**src/rtl/dbg_trace_pkg.sv**
```systemverilog
// Shared types and constants for the debug trace capture block.
// A snapshot is the seven 8-bit cpu debug ports packed with port1 in the low byte.
package dbg_trace_pkg;

    localparam int NPORTS = 7;
    localparam int PORT_W = 8;
    localparam int SNAP_W = NPORTS * PORT_W;

    typedef enum logic [1:0] {
        IDLE  = 2'd0,
        ARMED = 2'd1,
        POST  = 2'd2,
        DUMP  = 2'd3
    } state_t;

    typedef logic [SNAP_W-1:0] snap_t;

    // Byte idx of a snapshot: idx 0 is port1, idx NPORTS-1 is port7.
    function automatic logic [PORT_W-1:0] snap_byte(input snap_t s, input logic [2:0] idx);
        logic [PORT_W-1:0] b;
        b = '0;
        for (int i = 0; i < NPORTS; i++) begin
            if (idx == i[2:0]) begin
                b = s[i*PORT_W +: PORT_W];
            end
        end
        return b;
    endfunction

endpackage

```
**src/rtl/trace_ram.sv**
```systemverilog
// Snapshot store: simple dual-port RAM, synchronous write and synchronous read.
// Read latency 1 cycle; a read of the address being written returns the new data.
// No backpressure: one write and one read may issue every cycle.
module trace_ram #(
    parameter int DEPTH = 16,
    parameter int WIDTH = 56,
    localparam int AW   = $clog2(DEPTH)
) (
    input  logic             clk,
    input  logic             we,
    input  logic [AW-1:0]    wr_addr,
    input  logic [WIDTH-1:0] wr_data,
    input  logic [AW-1:0]    rd_addr,
    output logic [WIDTH-1:0] rd_data
);

    logic [WIDTH-1:0] mem [DEPTH];

    always_ff @(posedge clk) begin
        if (we) begin
            mem[wr_addr] <= wr_data;
        end
        // Write-first so the DUMP prefetch can be issued during the final capture write.
        if (we && (wr_addr == rd_addr)) begin
            rd_data <= wr_data;
        end else begin
            rd_data <= mem[rd_addr];
        end
    end

endmodule

```
**src/rtl/debug_trace_capture.sv**
```systemverilog
// Circular trace of cpu debug snapshots, frozen POST_TRIG samples after a trigger, then streamed bytewise.
// Latency: first byte valid 1 cycle after entering DUMP; then 1 byte/cycle including entry boundaries.
// Backpressure: out_data/out_valid held while !out_ready; capture is frozen, so nothing is lost.
module debug_trace_capture #(
    parameter int DEPTH     = 16,
    parameter int POST_TRIG = 8
) (
    input  logic       clk,
    input  logic       nreset,
    input  logic       arm,
    input  logic       trigger,
    input  logic [7:0] debug_port1,
    input  logic [7:0] debug_port2,
    input  logic [7:0] debug_port3,
    input  logic [7:0] debug_port4,
    input  logic [7:0] debug_port5,
    input  logic [7:0] debug_port6,
    input  logic [7:0] debug_port7,
    output logic [7:0] out_data,
    output logic       out_valid,
    input  logic       out_ready,
    output logic       out_last,
    output logic       busy,
    output logic       triggered
);

    import dbg_trace_pkg::*;

    localparam int              AW        = $clog2(DEPTH);
    localparam logic [AW:0]     FULL      = (AW+1)'(DEPTH);
    localparam logic [AW-1:0]   POST_INIT = AW'(POST_TRIG);
    localparam logic [2:0]      LAST_BYTE = 3'(NPORTS - 1);

    state_t          state;
    state_t          state_nxt;

    logic [AW-1:0]   wr_ptr;
    logic [AW-1:0]   wr_ptr_inc;
    logic [AW:0]     fill;
    logic [AW:0]     fill_inc;
    logic [AW-1:0]   post_cnt;

    logic            wr_en;
    logic [AW-1:0]   start_addr;
    logic [AW-1:0]   start_nxt;
    logic [AW-1:0]   rd_addr;

    snap_t           snap_in;
    snap_t           rd_data;
    snap_t           snap_q;
    logic [2:0]      byte_idx;
    logic [AW:0]     cur_entry;
    logic            last_entry;
    logic            accept;

    assign snap_in = {debug_port7, debug_port6, debug_port5, debug_port4,
                      debug_port3, debug_port2, debug_port1};

    assign wr_ptr_inc = wr_ptr + AW'(1);
    assign fill_inc   = (fill == FULL) ? fill : fill + 1'b1;

    // Oldest entry of the window; wr_ptr and fill are frozen throughout DUMP.
    assign start_addr = (fill == FULL) ? wr_ptr : '0;
    assign start_nxt  = (fill_inc == FULL) ? wr_ptr_inc : '0;

    // Outside DUMP the read targets the start of the window as it will stand after this
    // cycle's write, so entry 0 is already in rd_data on the first DUMP cycle. In DUMP the
    // read runs one entry ahead of the one being streamed.
    assign rd_addr = (state == DUMP) ? start_addr + cur_entry[AW-1:0] + AW'(1)
                                     : start_nxt;

    assign accept     = out_valid && out_ready;
    assign last_entry = (cur_entry == fill - 1'b1);

    trace_ram #(
        .DEPTH (DEPTH),
        .WIDTH (SNAP_W)
    ) u_ram (
        .clk     (clk),
        .we      (wr_en),
        .wr_addr (wr_ptr),
        .wr_data (snap_in),
        .rd_addr (rd_addr),
        .rd_data (rd_data)
    );

    always_ff @(posedge clk) begin
        if (nreset) begin
            state <= IDLE;
        end else begin
            state <= state_nxt;
        end
    end

    always_comb begin
        state_nxt = state;
        case (state)
            IDLE: begin
                if (arm) begin
                    state_nxt = ARMED;
                end
            end
            ARMED: begin
                if (trigger) begin
                    state_nxt = (POST_TRIG == 0) ? DUMP : POST;
                end
            end
            POST: begin
                if (post_cnt == AW'(1)) begin
                    state_nxt = DUMP;
                end
            end
            DUMP: begin
                if (accept && out_last) begin
                    state_nxt = IDLE;
                end
            end
            default: state_nxt = IDLE;
        endcase
    end

    always_comb begin
        busy      = 1'b0;
        triggered = 1'b0;
        wr_en     = 1'b0;
        case (state)
            ARMED: begin
                busy  = 1'b1;
                wr_en = 1'b1;
            end
            POST: begin
                busy      = 1'b1;
                triggered = 1'b1;
                wr_en     = 1'b1;
            end
            DUMP: begin
                busy      = 1'b1;
                triggered = 1'b1;
            end
            default: ;
        endcase
    end

    always_ff @(posedge clk) begin
        if (nreset) begin
            wr_ptr   <= '0;
            fill     <= '0;
            post_cnt <= '0;
        end else begin
            case (state)
                IDLE: begin
                    if (arm) begin
                        wr_ptr <= '0;
                        fill   <= '0;
                    end
                end
                ARMED: begin
                    wr_ptr <= wr_ptr_inc;
                    fill   <= fill_inc;
                    if (trigger) begin
                        post_cnt <= POST_INIT;
                    end
                end
                POST: begin
                    wr_ptr   <= wr_ptr_inc;
                    fill     <= fill_inc;
                    post_cnt <= post_cnt - AW'(1);
                end
                default: ;
            endcase
        end
    end

    always_ff @(posedge clk) begin
        if (nreset) begin
            out_data  <= '0;
            out_valid <= 1'b0;
            out_last  <= 1'b0;
            byte_idx  <= '0;
            cur_entry <= '0;
            snap_q    <= '0;
        end else if (state != DUMP) begin
            out_valid <= 1'b0;
            out_last  <= 1'b0;
            byte_idx  <= '0;
            cur_entry <= '0;
        end else if (!out_valid) begin
            // First DUMP cycle: entry 0 was prefetched while the last capture write happened.
            snap_q    <= rd_data;
            out_data  <= snap_byte(rd_data, 3'd0);
            out_valid <= 1'b1;
            out_last  <= 1'b0;
            byte_idx  <= '0;
        end else if (accept) begin
            if (out_last) begin
                out_valid <= 1'b0;
                out_last  <= 1'b0;
            end else if (byte_idx == LAST_BYTE) begin
                snap_q    <= rd_data;
                out_data  <= snap_byte(rd_data, 3'd0);
                byte_idx  <= '0;
                cur_entry <= cur_entry + 1'b1;
                out_last  <= 1'b0;
            end else begin
                out_data  <= snap_byte(snap_q, byte_idx + 3'd1);
                byte_idx  <= byte_idx + 3'd1;
                out_last  <= (byte_idx == LAST_BYTE - 3'd1) && last_entry;
            end
        end
    end

endmodule

```
**config.mk**
```make
export PLATFORM = sky130hd
export DESIGN_NAME = debug_trace_capture
export DESIGN_NICKNAME = d
export VERILOG_FILES = /design/src/rtl/dbg_trace_pkg.sv /design/src/rtl/trace_ram.sv /design/src/rtl/debug_trace_capture.sv
export SDC_FILE = /design/constraint.sdc
export NUM_CORES = 1
export LEC_CHECK = 0
export ABC_AREA = 1
export BUFFER_PORTS_ARGS = -buffer_cell sky130_fd_sc_hd__buf_2
export CAP_MARGIN = 15
export CORE_ASPECT_RATIO = 1.1
export CORE_MARGIN = 2
export CORE_UTILIZATION = 55
export CTS_CLUSTER_SIZE = 20
export DETAILED_ROUTE_END_ITERATION = 12
export GPL_ROUTABILITY_DRIVEN = 0
export GPL_TIMING_DRIVEN = 1
export PLACE_DENSITY = 0.7
export SETUP_SLACK_MARGIN = 0.15
export SLEW_MARGIN = 20
export SYNTH_ARGS = -nofsm -noshare
export SYNTH_HDL_FRONTEND = slang
export SYNTH_SLANG_ARGS = --single-unit
```
**constraint.sdc**
```tcl
create_clock -name clk -period 5.4 [get_ports clk]
set_input_delay 0.27 -clock clk [delete_from_list [all_inputs] [get_ports clk]]
set_output_delay 0.27 -clock clk [all_outputs]
set_load 0.005 [all_outputs]
```
==> results by group <==
STA
  – Fmax: 300 MHz
  – Period utilization: 0.616
  – Fin. max-slew vios: 0
  – Clock skew: roughly 27 ps
  – Setup tns final: 0 ps
  – Final worst path period need: 3330 ps
  – Worst hold slack: 29.9 ps
  – Max-slew headroom: 0.106
  – RSZ-0062 raised after global routing: false
  – Final Hold Viols: 0
  – Final setup vio count: 0
  – Tightest Pin Transition: 1340 ps

Clock network
  – Root cell of the clock tree: clkbuf_16
  – Total setup buffers inserted after CTS: 0
  – CTS Buffer Depth: 3
  – CTS Buf Count: 96
  – Cts hold-fix bufs: between 50 and 60
  – H-tree levels: 3
  – Clk Latency, worst-skew pair: roughly 650 ps
  – Clock slew at reported path FFs: ~60 ps
  – CTS tree: built
  – PostCTS Resize Cnt: 0
  – Sink Count: 989

Critical path
  – Worst Path Buf+Inv: 5
  – Reg2Reg Setup Slack: 2070 ps
  – CP required: 5930 ps
  – WP data arrival: 3850 ps
  – Critical Path Source: state[0]$_SDFFE_PP0P_
  – Crit-path max FO: 42
  – Delay-heaviest family, CP: buffers and inverters
  – Slowest-stage cell, CP: clkinv_2
  – Largest stage delay, worst path: around 780 ps
  – Critical Path Source Type: register
  – Crit path cell chain: ha_1 -> inv_1 -> a21oi_1 -> nand2_1 -> buf_4 -> clkinv_2 -> buf_4 -> nor2_1 -> nor2_1 -> nand2_1 -> inv_1
  – Reg-to-reg startpoint: state[0]$_SDFFE_PP0P_
  – CP Class: reg2reg
  – CP endpoint kind: register

Global routing
  – Pin count of the biggest net entering global routing: 259
  – Total gr overflow: 0
  – First-pass GRT wire length: 151000 um
  – Initial antenna violation count: 3
  – Total GRT Usage: 0.268
  – Vias in the first global route: 25100

Die
  – CORE AREA: 72900 sq um
  – Die Y: approximately 290 um
  – Initial Util: 0.553
  – Die Span X: roughly 260 um
  – I/O pins: 73
  – Die Area: 75400 sq um
  – Rows: 104

Final layout
  – Area Overhead vs Synth: 11.9%
  – Storage cell area: 28800 sq um
  – Multi-input gate area: 9650 sq um
  – Nets: 3577
  – Share of post-route cells with drive strength above 1: 0.0818
  – Filler cells: 5496

Yosys
  – Synthesized Nets: 3514
  – Synthesized area: between 40000 and 50000 sq um
  – Register area share after synthesis: 0.714
  – Post-Synthesis Cells: 3436
  – Syn avg cell area: 11.7 sq um
  – Synthesized flop and latch total: 989
  – Ys Warns: 0
  – Count of cell types in the netlist: 35

Route
  – ANT nets after route: 0
  – Initial DRC Count: 3531
  – # DRC: 0
  – Total Wirelength: 100000 um
  – Vias: 26500
  – DR pass1 iterations: 5
  – Avg WL per Cell: ~22 um
  – Via density: 5.84

Power and ir drop
  – Sequential share of power: 0.493
  – Pwr dens: 408 nW/um^2
  – Clock network power share: 0.369
  – P_leak: 15.5 nW
  – Gate power share: 0.138
  – Switch Pwr: just under 0.005 W
  – VDD IR max: approximately 0.37 mV
  – P_int: approximately 0.014 W
  – Net Sw Frac: 0.266

Placement
  – DP Wirelength: slightly below 50000 um
  – IO Port Bufs: 72

Min path
  – Hold Crit Start: debug_port1[5]
  – Hold Crit Class: in2reg

Status
  – Status: completed

Flow run
  – Max Cap Viol: 0
## path summary, 6_finish.rpt
check,to,depth (start not counted)
max,snap_q[30]$_SDFFE_PP0P_,11
max reg2reg,snap_q[30]$_SDFFE_PP0P_,11
min,u_ram.mem[8][5]$_DFFE_PP_,1
min reg2reg,snap_q[0]$_SDFFE_PP0P_,2
## registers in the layout, indices dropped and copies added, names as in the netlist, named ones only
signal     cells
u_ram.mem    896
snap_q        56
out_data       8
cur_entry      5
fill           5
post_cnt       4
wr_ptr         4
byte_idx       3
state          2
out_last       1
out_valid      1
## power groups by stage
| stage | clock [W] | combinational, W | sequential, W |
|---|---|---|---|
| global route | 0.00715 | 0.00283 | 0.00910 |
| global placement | 0 | 0.00245 | 0.00922 |
| finish | 0.00679 | 0.00254 | 0.00907 |
| CTS | 0.00684 | 0.00254 | 0.00907 |
| detailed placement | 0 | 0.00249 | 0.00923 |
| floorplan | 0 | 0.00171 | 0.00915 |
## synth_stat cells (all sizes together)
library cell	n	area share
a211oi	3	0.00056
a21boi	1	0.00019
a21oi	63	0.0078
a31oi	1	0.00016
and3b	1	0.00022
buf	121	0.020
clkbuf	89	0.0083
dfxtp	93	0.046
edfxtp	896	0.67
fa	1	0.00050
ha	16	0.0050
inv	222	0.021
nand2	340	0.032
nand3	267	0.033
nand4	14	0.0022
nor2	689	0.064
nor3	7	0.0013
o211ai	192	0.036
o21a	1	0.00019
o21ai	401	0.050
o22ai	2	0.00031
or2	1	0.00016
xnor2	3	0.00065
xor2	12	0.0026
## layout by cell type, fill, tap and decap left out, types with 5 or more instances in the layout
cell | netlist | layout
o21ai_0 | 225 | 225
o211ai_1 | 192 | 192
inv_1 | 217 | 217
buf_12 | 1 | 8
clkinv_2 | 0 | 20
clkinv_1 | 0 | 10
xor2_1 | 12 | 12
nand2_1 | 340 | 340
bufinv_16 | 0 | 11
buf_2 | 57 | 72
nand4_1 | 14 | 14
nor2_4 | 0 | 16
buf_4 | 11 | 37
dlygate4sd3_1 | 0 | 58
nand3_1 | 267 | 267
a21oi_1 | 63 | 63
ha_1 | 16 | 16
clkbuf_16 | 0 | 97
edfxtp_1 | 896 | 896
nor3_1 | 5 | 5
nor2_1 | 686 | 670
clkbuf_8 | 0 | 7
dfxtp_1 | 93 | 89
o21ai_1 | 176 | 176
clkbuf_1 | 89 | 26
## stage by stage
step	util	power, W	cells	cell area, sq um	worst slack [ps]
2_1_floorplan	-	0.0109	3436	40300	1680
3_3_place_gp	0.567	0.0117	4297	41300	2270
3_5_place_dp	0.567	0.0117	4297	41300	2160
4_1_cts	0.618	0.0184	4536	45100	2150
5_1_grt	0.618	0.0191	4537	45100	1840
6_report	0.618	0.0184	4537	45100	2070
## worst register-to-register path, stage by stage (launching register included)
cell,delay (ps)
dfxtp_1,330
ha_1,230
inv_1,260
a21oi_1,120
nand2_1,80
buf_4,380
clkinv_2,810
buf_4,580
nor2_1,230
nor2_1,50
nand2_1,100
inv_1,40
## metal layers
layer / vias up / share of wire / wire length, um / global-route usage
met5: - / 0.00025 / 25 / 0
met3: 183 / 0.084 / 8460 / 0.0347
li1: 12200 / - / - / -
met2: 1150 / 0.47 / 47500 / 0.427
met4: 4 / 0.027 / 2670 / 0.0897
met1: 13000 / 0.42 / 41800 / 0.384
## cells by family after synthesis
family                   after synthesis  synth area share
AO/OA/AOI/OAI                        664            0.0948
XOR/XNOR                              15           0.00326
adder cells (fa/ha/maj)               17           0.00547
buffers and inverters                432            0.0492
flip-flops                           989             0.714
AND/OR/NAND/NOR                     1319             0.133
## layout make-up
class	count	share of cell area
diodes	1	0.0000555
clock buffers	130	0.0582
clock inverters	51	0.0129
inverters	222	0.0190
multi-input cells	2015	0.214
flip-flops and latches	989	0.639
well taps	954	0.0265
repair buffers	175	0.0306
Note: power is estimated with default switching activity, not from simulation.
